<file path="config.mk">
export PLATFORM = sky130hd
export DESIGN_NAME = regfile_wb_arbiter
export DESIGN_NICKNAME = d
export VERILOG_FILES = /design/src/rtl/regfile_wb_arbiter.sv
export SDC_FILE = /design/constraint.sdc
export NUM_CORES = 1
export LEC_CHECK = 0
export CAP_MARGIN = 10
export CELL_PAD_IN_SITES_DETAIL_PLACEMENT = 0
export CELL_PAD_IN_SITES_GLOBAL_PLACEMENT = 2
export CORE_AREA = 5 5 102 104
export DETAILED_ROUTE_END_ITERATION = 12
export DIE_AREA = 0 0 107 109
export PLACE_DENSITY = 0.94
export SETUP_SLACK_MARGIN = 0.15
export SLEW_MARGIN = 20
export SYNTH_ARGS = -nofsm -noshare
export SYNTH_HDL_FRONTEND = slang
export SYNTH_SLANG_ARGS = --single-unit
</file>
<file path="constraint.sdc">
create_clock -name clk -period 2.2 [get_ports clk]
set_input_delay 0.44 -clock clk [delete_from_list [all_inputs] [get_ports clk]]
set_output_delay 0.44 -clock clk [all_outputs]
set_load 0.1 [all_outputs]
</file>
<file path="src/rtl/regfile_wb_arbiter.sv">
// Write-port arbiter and clear sequencer for a single-write-port register file.
// Optional build macro WB_FIXED_PRIO_EN: requester B always wins a tie (no round-robin pointer).
//
// state   | meaning
// CLEAR   | writing 0 to r1..r(NUM_REGS-1), requesters held off
// RUN     | one granted write per cycle, round-robin (or fixed B priority)
module regfile_wb_arbiter #(
  parameter int ADDR_W   = 5,
  parameter int DATA_W   = 32,
  parameter int NUM_REGS = 32
) (
  input  logic              clk,
  input  logic              reset,
  input  logic              a_valid,
  input  logic [ADDR_W-1:0] a_rd,
  input  logic [DATA_W-1:0] a_wd,
  output logic              a_ready,
  input  logic              b_valid,
  input  logic [ADDR_W-1:0] b_rd,
  input  logic [DATA_W-1:0] b_wd,
  output logic              b_ready,
  output logic              RegWrite,
  output logic [ADDR_W-1:0] rd,
  output logic [DATA_W-1:0] WD,
  output logic              init_done
);

  localparam logic [0:0] S_CLEAR = 1'b0;
  localparam logic [0:0] S_RUN   = 1'b1;
  localparam int CNT_W = ADDR_W + 1;
  localparam logic [CNT_W-1:0] CNT_END = CNT_W'(NUM_REGS);

  logic [0:0]        state_q, state_d;
  logic [CNT_W-1:0]  cnt_q, cnt_d;
  logic              reg_write_q, reg_write_d;
  logic [ADDR_W-1:0] rd_q, rd_d;
  logic [DATA_W-1:0] wd_q, wd_d;
  logic              grant_a, grant_b;

`ifndef WB_FIXED_PRIO_EN
  logic ptr_q, ptr_d;  // 0: A wins next tie, 1: B wins next tie
`endif

  // No grant while reset is high, so a requester never believes a discarded write was taken.
  always_comb begin
    grant_a = 1'b0;
    grant_b = 1'b0;
    if (state_q == S_RUN && !reset) begin
`ifdef WB_FIXED_PRIO_EN
      grant_b = b_valid;
      grant_a = a_valid & ~b_valid;
`else
      grant_a = a_valid & (~b_valid | ~ptr_q);
      grant_b = b_valid & (~a_valid | ptr_q);
`endif
    end
  end

`ifndef WB_FIXED_PRIO_EN
  always_comb begin
    ptr_d = ptr_q;
    if (grant_a)      ptr_d = 1'b1;
    else if (grant_b) ptr_d = 1'b0;
  end
`endif

  // The counter runs one past the last register so init_done rises the cycle after the final clear write.
  always_comb begin
    state_d     = state_q;
    cnt_d       = cnt_q;
    reg_write_d = 1'b0;
    rd_d        = rd_q;
    wd_d        = wd_q;
    case (state_q)
      S_CLEAR: begin
        if (cnt_q >= CNT_END) begin
          state_d = S_RUN;
        end else begin
          reg_write_d = 1'b1;
          rd_d        = cnt_q[ADDR_W-1:0];
          wd_d        = '0;
          cnt_d       = cnt_q + CNT_W'(1);
        end
      end
      default: begin
        if (grant_a) begin
          rd_d        = a_rd;
          wd_d        = a_wd;
          reg_write_d = (a_rd != '0);
        end else if (grant_b) begin
          rd_d        = b_rd;
          wd_d        = b_wd;
          reg_write_d = (b_rd != '0);
        end
      end
    endcase
  end

  always_ff @(posedge clk) begin
    if (reset) begin
      state_q     <= S_CLEAR;
      cnt_q       <= CNT_W'(1);
      reg_write_q <= 1'b0;
      rd_q        <= '0;
      wd_q        <= '0;
`ifndef WB_FIXED_PRIO_EN
      ptr_q       <= 1'b0;
`endif
    end else begin
      state_q     <= state_d;
      cnt_q       <= cnt_d;
      reg_write_q <= reg_write_d;
      rd_q        <= rd_d;
      wd_q        <= wd_d;
`ifndef WB_FIXED_PRIO_EN
      ptr_q       <= ptr_d;
`endif
    end
  end

  assign a_ready   = grant_a;
  assign b_ready   = grant_b;
  assign RegWrite  = reg_write_q;
  assign rd        = rd_q;
  assign WD        = wd_q;
  assign init_done = (state_q == S_RUN);

endmodule
</file>
==> key figures <==
Synthesis
  • Largest family of logic cells by synthesized area: compound AO/OA/AOI/OAI gates
  • Synth cell types: 36
  • Adder-cell share of the synthesized area: 0.0120
  • Post-synth top area cell: dfxtp_1
  • Seq/Total Area, Yosys: 0.443
  • Syn avg cell area: about 10 um2
  • Compound-Gate Fraction of Synth Area: 0.370
  • Post-Syn Instances: 203
  • Post-Syn Nets: 283
  • Post-synthesis mux area share: 0
  • Synth area leaders: dfxtp_1 44%, a32oi_1 13%, o2bb2ai_1 13%
  • FF+latch count, synth: 46
  • Fraction of synthesized cell area in xor and xnor cells: 0.00421
  • Netlist Area Pre-Place: about 2100 um2
  • Synth Area in Simple Gates: 0.109
  • Synth warnings: 0
  • Synth top area share: 0.443

Power and ir drop
  • Power Density: ~510 nW/um2
  • Leak: approximately 1.3 nW
  • Power Total: ~1.8 mW
  • Worst VDD drop: 0.356 mV

Critical path
  • FF-to-FF Start: init_done$_SDFF_PP0_
  • Worst reg2reg path depth: 4
  • Crit path buffers/inverters: 2
  • Critical-path maximum fanout: 4
  • CP top delay family: buffers and inverters
  • CP Launch Type: primary input
  • CP endpoint kind: output pin
  • Slowest CP cell: clkdlybuf4s50_1
  • Worst R2R End: WD[5]$_SDFFE_PP0P_
  • Worst path arrival time: between 1 and 1.5 ns
  • WS Path Type: primary input to output pin
  • Internal reg-to-reg setup slack: 0.66 ns
  • CP peak stage delay: between 0.4 and 0.5 ns
  • Worst Path Required: approximately 1.8 ns
  • Worst path cell trace: clkdlybuf4s50_1 -> nand2b_1 -> nor2_4 -> buf_12

Layout
  • Fin cells: approximately 430
  • Register area: about 920 um2
  • Footprint of the multi-input gates: 1040 um2
  • Final Core Density: 0.364
  • Area delta synth->final: 65.9%
  • Fill count: roughly 950
  • Fraction of layout cells with a size suffix above 1: 0.223
  • Diode count: 0
  • Nets: roughly 400

Timing
  • Post-Route Setup TNS: 0 ns
  • Setup Skew: a little over 0.008 ns
  • Final hold violations: 0
  • Hold_ws: 0.473 ns
  • Final setup violation count: 0
  • Slew Limit Fails: 0
  • Worst slew margin relative to its limit: 0.735
  • Tmin final: around 1.9 ns
  • F_max: ~520 MHz
  • Slew @ Worst Pin: around 0.40 ns
  • RSZ-0062 raised after global routing: no
  • Crit share post-route: 0.878

Clock network
  • Max H-tree Level: 2
  • CTS tree: built
  • Clock Pin Slew Worst Setup and Hold Paths: roughly 0.08 ns
  • Clock sink count: between 40 and 50
  • Later-pin clock latency in the skew report: roughly 0.30 ns
  • Root buffer cell: clkbuf_8
  • CTS max path bufs: 2
  • CTS Hold Bufs: 0
  • TritonCTS Buffers: 5

Route
  • Routed wl met3: just over 400 um
  • DRT iter0 DRCs: ~110
  • Initial DRT Pass Iterations: 4
  • Met2 Wirelength: 3560 um
  • Detail Route Antenna Nets: 0
  • Vias: 2159
  • WL met1: a little over 3000 um
  • Overall routed net length: a little over 7000 um
  • Post-DR vias/cell: 4.99
  • Top routing layer in use: met4
  • Wire per inst: 16.6 um
  • Remaining DRCs: 0

GRT
  • Maximum number of pins on one net before global-route repair: 29
  • Global-route wire length before repair: around 11000 um
  • Antenna violations before repair: 0
  • Global route overflow: 0
  • Gr usage total: 0.119
  • Number of global-route vias before repair: 2149

Placement
  • Post-DP HPWL: around 5500 um
  • Placed Cells: ~430
  • GP Congestion: around 0.72
  • Buffers on Ports: approximately 120

Floorplan
  • Die H: between 100 and 150 um
  • Starting density of the core: 0.220
  • Die Wd: ~110 um
  • I/O pin cnt: roughly 120
  • Row count: 36
  • Total Die Area: between 10000 and 15000 um2
  • Core ar.: between 9000 and 10000 um2

Worst hold path
  • Hold Path Class: register to register
  • Hold path endpoint: WD[9]$_SDFFE_PP0P_
  • Hold_sp: WD[9]$_SDFFE_PP0P_
  • Cells on Worst Hold Path: 1

Run status
  • Outcome: finished, final reports clean

Job
  • Number of max-cap violations: 0
flip-flops by register name, indices dropped and copies added (netlist names):
register / cells
cnt_q: 6
WD: 32
rd: 5
RegWrite: 1
init_done: 1
ptr_q: 1
synth_stat cells:
library cell   n
dfxtp_1       46
a32oi_1       32
o2bb2ai_1     32
clkbuf_1      16
nand3b_1      10
a21oi_1        9
nor2_1         7
a32o_1         5
inv_1          4
or3b_2         4
buf_2          3
buf_6          3
nand2_1        3
nand2b_1       3
o21ai_0        3
ha_1           2
or3b_1         2
a211o_1        1
a21bo_2        1
a21boi_2       1
a21o_1         1
a21oi_4        1
a311oi_1       1
a31o_2         1
a31oi_1        1
and4b_1        1
buf_1          1
nand4_1        1
nor3_1         1
nor3b_1        1
o211ai_1       1
o21ai_1        1
o221ai_1       1
or3_1          1
or4_1          1
xnor2_1        1
metal layers:
metal  up-vias  global-route usage
met5         -                   0
met4         0              0.0329
met2        72               0.201
met1      1027               0.147
met3        10              0.0385
li1       1050                   -
through the flow:
stage               setup slack (ns)  instance area [um2]
floorplan                      0.142                 2100
global placement               0.137                 3340
detailed placement             0.101                 3340
CTS                            0.159                 3440
global route                   0.183                 3450
finish                         0.269                 3450
cell type report:
type,count,area share
flip-flops and latches,46,0.268
repair buffers,131,0.354
inverters,4,0.00436
clock buffers,8,0.0294
multi-input cells,130,0.303
well taps,114,0.0414
cell families after synthesis:
logic type / Yosys count
AOI/OAI and AO/OA: 92
adders and majority gates: 2
xor gates and xnor gates: 1
buffers and inverters: 27
DFF: 46
and+or+nand+nor: 35
what timing repair did:
item / 4_1_cts / 5_1_grt
setup buffers: 0 / 0
endpoints found under the hold margin: 0 / 0
gates resized for setup: 0 / 2
setup endpoints to repair: 0 / 2
placed cells by master (no fill, tap or decap), drive strengths merged:
| cell type | n |
|---|---|
| nand2b | 3 |
| a31oi | 1 |
| or3b | 6 |
| a311oi | 1 |
| o221ai | 1 |
| dfxtp | 46 |
| and4b | 1 |
| o21ai | 4 |
| a32o | 5 |
| nand3b | 10 |
| a21o | 1 |
| o2bb2ai | 32 |
| xnor2 | 1 |
| buf | 54 |
| nor3 | 1 |
| clkbuf | 8 |
| a21bo | 1 |
| or4 | 1 |
| clkdlybuf4s50 | 75 |
| a21boi | 1 |
| a211o | 1 |
| a31o | 1 |
| o211ai | 1 |
| inv | 4 |
| nand4 | 1 |
| ha | 2 |
| a32oi | 32 |
| or3 | 1 |
| nor3b | 1 |
| nand2 | 3 |
| a21oi | 10 |
| dlymetal6s2s | 2 |
| nor2 | 7 |
power breakdown:
group          switching (mW)  internal [mW]  total (mW)
clock network           0.290          0.295       0.585
registers              0.0129          0.844       0.857
logic                   0.140          0.181       0.320
total                   0.442           1.32        1.76
worst max-delay path by stage:
| stage | startpoint | end | cells past startpoint |
|---|---|---|---|
| 5_1_grt | reset | a_ready | 4 |
| 6_report | reset | a_ready | 4 |
| 3_3_place_gp | b_valid | WD[11]$_SDFFE_PP0P_ | 5 |
| 3_5_place_dp | b_valid | WD[30]$_SDFFE_PP0P_ | 5 |
| 4_1_cts | b_valid | a_ready | 4 |
| 2_1_floorplan | b_valid | b_ready | 4 |
(Power assumes the default switching activity.)
